===== src/rtl/fetch_pkg.sv =====
// Shared types and constants for the instruction fetch stage.
package fetch_pkg;

    localparam logic [31:0] RESET_PC = 32'h8000_0000;
    localparam logic [31:0] INST_NOP = 32'h0000_0013;

    typedef struct packed {
        logic [31:0] pc;
        logic [31:0] inst;
    } fetch_entry_t;

    // Redirect targets are forced onto a word boundary.
    function automatic logic [31:0] align_pc(input logic [31:0] pc);
        return {pc[31:2], 2'b00};
    endfunction

endpackage


===== src/rtl/fetch_fifo.sv =====
// Small synchronous FIFO with flush. The head entry is read straight out of the
// register array, so an entry pushed in cycle M is visible at the output in M+1.
module fetch_fifo
    import fetch_pkg::*;
#(
    parameter type T     = fetch_entry_t,
    parameter int  DEPTH = 2
) (
    input  logic                         clk,
    input  logic                         reset_n,
    input  logic                         i_flush,
    input  logic                         i_push,
    input  T                             i_data,
    input  logic                         i_pop,
    output T                             o_data,
    output logic                         o_empty,
    output logic                         o_full,
    output logic [$clog2(DEPTH+1)-1:0]   o_count
);

    localparam int AW = (DEPTH > 1) ? $clog2(DEPTH) : 1;
    localparam int CW = $clog2(DEPTH + 1);

    T               r_mem [DEPTH];
    logic [AW-1:0]  r_rd_ptr;
    logic [AW-1:0]  r_wr_ptr;
    logic [CW-1:0]  r_count;
    logic           w_do_push;
    logic           w_do_pop;

    function automatic logic [AW-1:0] ptr_inc(input logic [AW-1:0] p);
        return (p == AW'(DEPTH - 1)) ? '0 : p + AW'(1);
    endfunction

    assign o_empty   = (r_count == '0);
    assign o_full    = (r_count == CW'(DEPTH));
    assign o_count   = r_count;
    assign o_data    = r_mem[r_rd_ptr];
    assign w_do_pop  = i_pop && !o_empty;
    assign w_do_push = i_push && (!o_full || w_do_pop);

    // Storage, pointers and occupancy; flush empties the FIFO and beats any push/pop.
    always_ff @(posedge clk or negedge reset_n) begin
        if (!reset_n) begin
            r_rd_ptr <= '0;
            r_wr_ptr <= '0;
            r_count  <= '0;
            for (int i = 0; i < DEPTH; i++) begin
                r_mem[i] <= '0;
            end
        end else if (i_flush) begin
            r_rd_ptr <= '0;
            r_wr_ptr <= '0;
            r_count  <= '0;
        end else begin
            if (w_do_push) begin
                r_mem[r_wr_ptr] <= i_data;
                r_wr_ptr        <= ptr_inc(r_wr_ptr);
            end
            if (w_do_pop) begin
                r_rd_ptr <= ptr_inc(r_rd_ptr);
            end
            case ({w_do_push, w_do_pop})
                2'b10:   r_count <= r_count + CW'(1);
                2'b01:   r_count <= r_count - CW'(1);
                default: r_count <= r_count;
            endcase
        end
    end

endmodule


===== src/rtl/fetch_stage.sv =====
// IF stage: next-PC selection, credit-limited instruction-memory requests,
// in-order response/PC pairing and a small fetch queue towards decode.
// A redirect flushes the queue and marks every in-flight response for dropping.
module fetch_stage
    import fetch_pkg::*;
#(
    parameter int FQ_DEPTH = 2
) (
    input  logic        clk,
    input  logic        reset_n,
    input  logic [31:0] pc_if1,
    output logic [31:0] next_pc_if1,
    output logic        pc_en,
    input  logic        redirect_valid,
    input  logic [31:0] redirect_pc,
    output logic        imem_req_valid,
    input  logic        imem_req_ready,
    output logic [31:0] imem_req_addr,
    input  logic        imem_rsp_valid,
    input  logic [31:0] imem_rsp_data,
    output logic        inst_valid_if2,
    input  logic        inst_ready_if2,
    output logic [31:0] inst_if2,
    output logic [31:0] pc_if2
);

    localparam int            CW        = $clog2(FQ_DEPTH + 1);
    localparam logic [CW:0]   OCC_LIMIT = (CW + 1)'(FQ_DEPTH);

    logic           r_active;
    logic [CW-1:0]  r_outstanding;
    logic [CW-1:0]  r_drop_cnt;

    logic [CW:0]    w_occupancy;
    logic           w_accept;
    logic           w_rsp_keep;
    logic           w_q_pop;
    logic [CW-1:0]  w_q_count;
    logic           w_q_empty;
    logic           w_q_full;
    fetch_entry_t   w_q_in;
    fetch_entry_t   w_q_head;
    logic [31:0]    w_rsp_pc;
    logic [CW-1:0]  w_tag_count;
    logic           w_tag_empty;
    logic           w_tag_full;

    // Credits cover both queued words and words still in flight, so a response
    // always has a free queue slot waiting for it.
    assign w_occupancy    = {1'b0, w_q_count} + {1'b0, r_outstanding};
    assign imem_req_valid = r_active && (w_occupancy < OCC_LIMIT) && !redirect_valid;
    assign imem_req_addr  = pc_if1;
    assign w_accept       = imem_req_valid && imem_req_ready;

    assign pc_en          = w_accept || redirect_valid;
    assign next_pc_if1    = redirect_valid ? align_pc(redirect_pc) : pc_if1 + 32'd4;

    // A response landing in the redirect cycle belongs to the old path as well.
    assign w_rsp_keep     = imem_rsp_valid && (r_drop_cnt == '0) && !redirect_valid;
    assign w_q_in         = fetch_entry_t'{pc: w_rsp_pc, inst: imem_rsp_data};
    assign w_q_pop        = inst_valid_if2 && inst_ready_if2;

    assign inst_valid_if2 = !w_q_empty;
    assign inst_if2       = w_q_head.inst;
    assign pc_if2         = w_q_head.pc;

    // PC tags of accepted requests; popped by every response, kept or dropped.
    fetch_fifo #(
        .T     (logic [31:0]),
        .DEPTH (FQ_DEPTH)
    ) u_tag_fifo (
        .clk     (clk),
        .reset_n (reset_n),
        .i_flush (1'b0),
        .i_push  (w_accept),
        .i_data  (pc_if1),
        .i_pop   (imem_rsp_valid),
        .o_data  (w_rsp_pc),
        .o_empty (w_tag_empty),
        .o_full  (w_tag_full),
        .o_count (w_tag_count)
    );

    fetch_fifo #(
        .T     (fetch_entry_t),
        .DEPTH (FQ_DEPTH)
    ) u_fetch_q (
        .clk     (clk),
        .reset_n (reset_n),
        .i_flush (redirect_valid),
        .i_push  (w_rsp_keep),
        .i_data  (w_q_in),
        .i_pop   (w_q_pop),
        .o_data  (w_q_head),
        .o_empty (w_q_empty),
        .o_full  (w_q_full),
        .o_count (w_q_count)
    );

    // Request gating after reset, outstanding-request and drop counters.
    always_ff @(posedge clk or negedge reset_n) begin
        if (!reset_n) begin
            r_active      <= 1'b0;
            r_outstanding <= '0;
            r_drop_cnt    <= '0;
        end else begin
            r_active <= 1'b1;

            case ({w_accept, imem_rsp_valid})
                2'b10:   r_outstanding <= r_outstanding + CW'(1);
                2'b01:   r_outstanding <= r_outstanding - CW'(1);
                default: r_outstanding <= r_outstanding;
            endcase

            // Everything still in flight after this cycle is stale; that already
            // includes responses an earlier redirect marked for dropping.
            if (redirect_valid) begin
                r_drop_cnt <= imem_rsp_valid ? r_outstanding - CW'(1) : r_outstanding;
            end else if (imem_rsp_valid && (r_drop_cnt != '0)) begin
                r_drop_cnt <= r_drop_cnt - CW'(1);
            end
        end
    end

`ifndef SYNTHESIS
    // Protocol and credit-accounting invariants.
    always_ff @(posedge clk) begin
        if (reset_n) begin
            assert (!(imem_rsp_valid && (r_outstanding == '0)));
            assert (!(imem_rsp_valid && w_tag_empty));
            assert (!(w_accept && w_tag_full));
            assert (!(w_rsp_keep && w_q_full && !w_q_pop));
            assert (w_tag_count == r_outstanding);
        end
    end
`endif

endmodule


===== config.mk =====
export PLATFORM = sky130hd
export DESIGN_NAME = fetch_stage
export DESIGN_NICKNAME = d
export VERILOG_FILES = /design/src/rtl/fetch_pkg.sv /design/src/rtl/fetch_fifo.sv /design/src/rtl/fetch_stage.sv
export SDC_FILE = /design/constraint.sdc
export NUM_CORES = 1
export LEC_CHECK = 0
export CAP_MARGIN = 30
export CORE_MARGIN = 3
export CORE_UTILIZATION = 38
export CTS_CLUSTER_DIAMETER = 60
export DETAILED_ROUTE_END_ITERATION = 8
export DONT_BUFFER_PORTS = 1
export SYNTH_ARGS = -nofsm -noshare
export SYNTH_HDL_FRONTEND = slang
export SYNTH_SLANG_ARGS = --single-unit

===== constraint.sdc =====
create_clock -name clk -period 4.4 [get_ports clk]
set_input_delay 0.66 -clock clk [delete_from_list [all_inputs] [get_ports clk]]
set_output_delay 0.66 -clock clk [all_outputs]
set_load 0.05 [all_outputs]

==> results by group, run 1 <==
Critical path
  • FF-to-FF path depth: 8
  • Slowest-stage cell, CP: fa_1
  • Setup crit start: r_outstanding[0]
  • Max incr delay on CP: 0.49 ns
  • Crit path max fanout: 5
  • Reg-to-reg endpoint: u_tag_fifo.r_mem[4]
  • R2R Path Start: r_outstanding[0]
  • Crit-path cells: and2_1, fa_1, nor4b_4, buf_4, nand2_1, nand2_1
  • Critical Setup Path Class: reg2out
  • Arrival time of the worst setup path: 2.64 ns
  • CP endpoint kind: output port
  • Most frequent CP cell: nand2_1
  • Worst path depth: 6
  • CP required: 3.74 ns
  • CP endpoint: pc_en
  • Crit start category: flip-flop
  • Buffer and inverter count on the worst path: 1
  • Delay-heaviest family, CP: simple AND/OR/NAND/NOR gates
  • Flop2flop setup slack: 1.21 ns

Placed design
  • Dpl cell area: 10200 µm²
  • DP HPWL: 14700 µm
  • Placed Cells: 1133
  • Gpl congestion: 0.750
  • Port buffer count: 0
  • Post-Place Worst Slack: 1.15 ns

Global routing
  • First-pass GRT wire length: 36700 µm
  • Total track usage: 16.0%
  • Largest net degree at the start of global routing: 206
  • Grt ovf: 0
  • Initial antenna violation count: 1
  • Vias in the first global route: 6427

Clock network
  • Clk buf depth: 3
  • CTS Sinks: 205
  • CTS tree: built
  • Number of gates resized after CTS: 0
  • Clock slew at reported path FFs: 0.06 ns
  • # H-tree levels: 1
  • CTS buffer count: 24
  • Clk Latency, worst-skew pair: 0.51 ns
  • CTS root buf: clkbuf_16
  • Post-CTS Setup Inserts: 0

Run status
  • Failing checks: hold timing
  • Status: complete, but fails checks

Synthesis
  • YS warnings: 0
  • Post-Synthesis Cells: 857
  • Yosys cell types: 46
  • Most common flop cell mapped by yosys: dfrtp_1
  • Avg Cell Area, Syn: 11.6 µm²
  • Synth Net Count: 964
  • Synth Cell Area: 9970 µm²
  • Share of the synthesized area in the top cell type: 51.5%
  • Post-synth EDFFs: 0
  • Synth area leader: dfrtp_1
  • Post-synthesis sequential area ratio: 51.5%
  • Synthesized flop and latch total: 205
  • Post-synth ARST share: 100%
  • Synth area leaders: dfrtp_1, mux2_2, a21oi_1, mux2i_1, nor2_1

Pwr
  • Pwr Density: 766 nW/µm²
  • Maximum vdd ir drop: 0.502 mV
  • Leak: 4.73 nW
  • Total power: 0.00845 W

Detailed routing
  • Post-DR wirelength/cell: 19.6 µm
  • Iteration-0 DRC Markers: 241
  • DR DRC count: 0
  • Routed vias/inst: 5.38
  • Final WL: 23000 µm
  • DRT antenna net count: 0
  • Vias: 6317
  • Drt first pass iters: 4

Timing
  • RSZ-0062 raised after global routing: no
  • Final setup viols: 0
  • Slew HR: 33.9%
  • Final Hold Fails: 205
  • Setup TNS: 0 ns
  • Fmax: 303 MHz
  • Worst-Margin Slew: 0.985 ns
  • Slew Viols, Final: 0
  • Skew final: 0.0170 ns
  • Period minus WS final: 3.30 ns
  • Final setup margin: 1.10 ns
  • Fin crit share: 74.9%
  • Worst hold slack: -0.146 ns

Min path
  • Worst Hold Class: in2async

Cells and area
  • Ant. Diodes: 0
  • Most common cell after layout, fill and taps aside: dfrtp_1
  • Final Non-Filler Cells: 1175
  • Layout cells sized above 1: 31.4%
  • Area grow syn2layout: 10.7%
  • Commonest non-fill, non-tap cells in the layout: dfrtp_1, mux2_2, nor2_1
  • Nets: 937
  • Post-route cell area: 11000 µm²

Floorplanning
  • Die Span X: 168 µm
  • Die ar.: 28200 µm²
  • Starting density of the core: 39.1%
  • Die height: 168 µm
  • IO Count: 233
  • Core Rows: 58
  • Total core area: 25500 µm²

Flow run
  • Max cap viols: 0
==> Yosys cell counts, drive strengths merged (4+ instances only) <==
library cell	number
dfrtp	205
mux2	193
nor2	85
a21oi	67
buf	45
clkbuf	41
mux2i	32
nand2	28
o21ai	23
a31oi	14
xnor2	13
nand4	12
inv	11
nand3	11
xor2	10
or4	9
o31ai	7
or3	7
nor2b	6
and4	5
ha	4
==> layer usage <==
layer  routed length [µm]  up-vias  track usage [%]
li1                     -     2950                -
met1                10400     3119             21.2
met2                10400      201             26.0
met3                 1530       45             4.02
met4                  685        2             4.55
met5                   15        -                0
==> registers in the layout (all words and copies together), names as in the netlist <==
name and cells:
r_outstanding 2, u_tag_fifo.r_mem 64, u_tag_fifo.r_rd_ptr 1, u_fetch_q.o_count 2, u_tag_fifo.o_count 2, r_drop_cnt 2
u_fetch_q.r_wr_ptr 1, r_active 1, u_fetch_q.r_mem 128, u_fetch_q.r_rd_ptr 1, u_tag_fifo.r_wr_ptr 1
==> power breakdown <==
group / leakage (nW) / internal, W / switching, W / total, W
Combinational: 1.80 / 0.00114 / 0.00216 / 0.00330
Sequential: 2.55 / 0.00275 / 0.000426 / 0.00317
Clock: 0.385 / 0.00124 / 0.000750 / 0.00199
==> metrics by stage <==
step	hold WS [ns]	utilization, %
CTS	-0.176	43.2
floorplan	0.364	-
global placement	0.369	40.0
detailed placement	0.369	40.1
finish	-0.146	43.3
global route	-0.185	43.3
==> layout make-up <==
cell class,count,area [µm²]
Multi-Input combinational cell,555,4360
Tap cell,330,413
Fill cell,2383,14400
Inverter,11,41.3
Sequential cell,205,5130
Timing Repair Buffer,33,293
Clock inverter,4,76.3
Clock buffer,37,721
==> cell families (layout without fill, tap and decap cells) <==
| logic type | after synthesis | in the layout | share of synthesized area (%) |
|---|---|---|---|
| xor+xnor | 23 | 23 | 2.02 |
| mux | 225 | 225 | 25.0 |
| simple gates | 180 | 180 | 8.98 |
| compound gates | 121 | 121 | 6.72 |
| flops | 205 | 205 | 51.5 |
| other cells | 1 | 1 | 0.0376 |
| fa+ha+maj | 5 | 5 | 0.703 |
| buf+inv | 97 | 85 | 5.06 |
==> worst min-delay path by stage <==
| stage | from | end | slack [ns] | cells after the start |
|---|---|---|---|---|
| after floorplan | reset_n | r_active | 0.36 | 0 |
| after global placement | reset_n | u_fetch_q.r_mem[23] | 0.37 | 0 |
| after detailed placement | reset_n | u_fetch_q.r_mem[23] | 0.37 | 0 |
| after CTS | reset_n | u_fetch_q.r_mem[23] | -0.18 | 0 |
| after global routing | reset_n | u_fetch_q.r_mem[23] | -0.18 | 0 |
| final | reset_n | u_fetch_q.r_mem[91] | -0.15 | 0 |
No activity file was read; power rests on OpenSTA's default activity.
==> run 2: changes to the inputs <==
==> constraint.sdc (replaced) <==
create_clock -name clk -period 3.08 [get_ports clk]
set_input_delay 0.462 -clock clk [delete_from_list [all_inputs] [get_ports clk]]
set_output_delay 0.462 -clock clk [all_outputs]
set_load 0.05 [all_outputs]
==> results by group, run 2 (synthesized netlist as in run 1, its figures left out) <==
Cells and area
  • Layout cells sized above 1: 33.3%
  • Footprint of the multi-input gates: 4390 µm²
  • Area grow syn2layout: 13.0%
  • Top reg by flops: u_fetch_q.r_mem
  • Regs by FF count: u_fetch_q.r_mem (128), u_tag_fifo.r_mem (64)
  • Sequential cell area: 5130 µm²
  • Ant. Diodes: 0
  • Max FFs per register: 128
  • Nets: 946
  • Most common cell after layout, fill and taps aside: dfrtp_1
  • Commonest non-fill, non-tap cells in the layout: dfrtp_1, mux2_2, nor2_1
  • Fill cells: 2306

Timing
  • Fmax: 344 MHz
  • Period minus WS final: 2.91 ns
  • Slew Viols, Final: 0
  • Final setup viols: 0
  • Skew final: 0.0145 ns
  • Slew HR: 36.5%
  • Fin crit share: 94.4%
  • Worst hold slack: -0.354 ns
  • Final Hold Fails: 205
  • Setup TNS: 0 ns
  • Worst-Margin Slew: 0.946 ns
  • RSZ-0062 raised after global routing: no

Floorplanning
  • Total core area: 25500 µm²
  • Starting density of the core: 39.1%
  • Die height: 168 µm
  • Die Span X: 168 µm
  • Core Rows: 58
  • Die ar.: 28200 µm²
  • IO Count: 233

Detailed routing
  • Iteration-0 DRC Markers: 330
  • Vias: 6370
  • Post-DR wirelength/cell: 19.5 µm
  • Routed vias/inst: 5.37
  • Final WL: 23100 µm
  • DR DRC count: 0
  • DRT antenna net count: 0
  • Drt first pass iters: 4

Critical path
  • Slowest-stage cell, CP: fa_1
  • Arrival time of the worst setup path: 2.45 ns
  • Crit start category: flip-flop
  • Flop2flop setup slack: 0.30 ns
  • Crit path max fanout: 7
  • Max incr delay on CP: 0.47 ns
  • Most frequent CP cell: nand2_1
  • Crit-path cells: and2_1, fa_1, nor4b_4, buf_6, nand2_1, nand2_1, buf_12
  • CP required: 2.62 ns
  • CP endpoint kind: output port
  • Setup crit start: u_fetch_q.o_count[0]
  • Critical Setup Path Class: reg2out
  • R2R Path Start: u_fetch_q.o_count[0]

Clock network
  • # H-tree levels: 1
  • CTS buffer count: 24
  • Clk Latency, worst-skew pair: 0.51 ns
  • CTS root buf: clkbuf_16
  • Post-CTS Setup Inserts: 0
  • Clock slew at reported path FFs: 0.06 ns
  • CTS tree: built
  • CTS Sinks: 205
  • Clk buf depth: 3

Global routing
  • Vias in the first global route: 6662
  • Largest net degree at the start of global routing: 206
  • Total track usage: 16.2%
  • Initial antenna violation count: 0
  • First-pass GRT wire length: 37500 µm
  • Grt ovf: 0

Pwr
  • Leak: 4.84 nW
  • Pwr Density: 1100 nW/µm²
  • Total power: 0.0124 W
  • Maximum vdd ir drop: 0.577 mV

Placed design
  • Port buffer count: 0
  • Gpl congestion: 0.737
  • DP HPWL: 15200 µm

Flow run
  • Max cap viols: 0

Run status
  • Failing checks: hold timing
  • Status: complete, but fails checks

Min path
  • Worst Hold Class: in2async
-- run 2: cell types whose count changed in the layout (fill, tap and decap cells not counted), moves of 3 or more --
cell | previous run | this run
clkinv_2 | 0 | 3
a31oi_1 | 14 | 9
o21ai_1 | 6 | 10
buf_12 | 2 | 6
bufinv_16 | 2 | 5
buf_4 | 30 | 35
a31oi_2 | 0 | 5
clkbuf_1 | 7 | 4
o21ai_0 | 17 | 13
-- run 2: cell type report --
class / instances / share of cell area [%]
sequential: 205 / 45.6
multi-input combinational: 555 / 39.0
clock buffer: 33 / 6.18
tap: 330 / 3.67
timing repair buffer: 42 / 3.50
clock inverter: 10 / 1.64
inverter: 11 / 0.367
-- run 2: worst max-delay path: cells and delay by family, from the launching register on --
kind	cells	cell delay (ns)
DFF	1	0.44
adders and majority gates	1	0.47
and+or+nand+nor	4	0.65
buffers and inverters	2	0.36
-- run 2: where the power goes --
part | switching, W | internal, W
combinational | 0.00304 | 0.00165
sequential | 0.000658 | 0.00392
clock | 0.00113 | 0.00200
-- run 2: routing by layer --
metal	routed length, µm	GRT usage [%]
met5	0	0
met4	259	2.95
met3	1930	4.93
met2	10500	26.8
met1	10400	21.4
-- run 2: through the flow --
step / hold WS, ns / setup slack [ns] / utilization (%) / instances / cell area (µm²)
floorplan: 0.166 / 0.00942 / - / 857 / 10000
detailed placement: 0.171 / 0.275 / 40.7 / 1143 / 10400
global placement: 0.171 / 0.287 / 40.7 / 1143 / 10400
finish: -0.354 / 0.171 / 44.2 / 1186 / 11300
CTS: -0.379 / 0.0393 / 44.2 / 1186 / 11300
global route: -0.388 / 0.0318 / 44.2 / 1186 / 11300
-- run 2: repair_timing --
item | 4_1_cts | 5_1_grt
resized for setup | 0 | 1
hold endpoints to repair | 205 | 205
setup endpoints to repair | 0 | 1
-- run 2: final timing paths --
path / endpoint / cells after the start
setup reg to reg: u_tag_fifo.r_mem[19] / 7
hold reg to reg: u_tag_fifo.r_mem[11] / 1
max in group asynchronous: u_fetch_q.r_mem[50] / 0
min in group clk: u_fetch_q.o_count[0] / 1
setup / recovery: pc_en / 7
hold / removal: u_fetch_q.r_mem[83] / 0
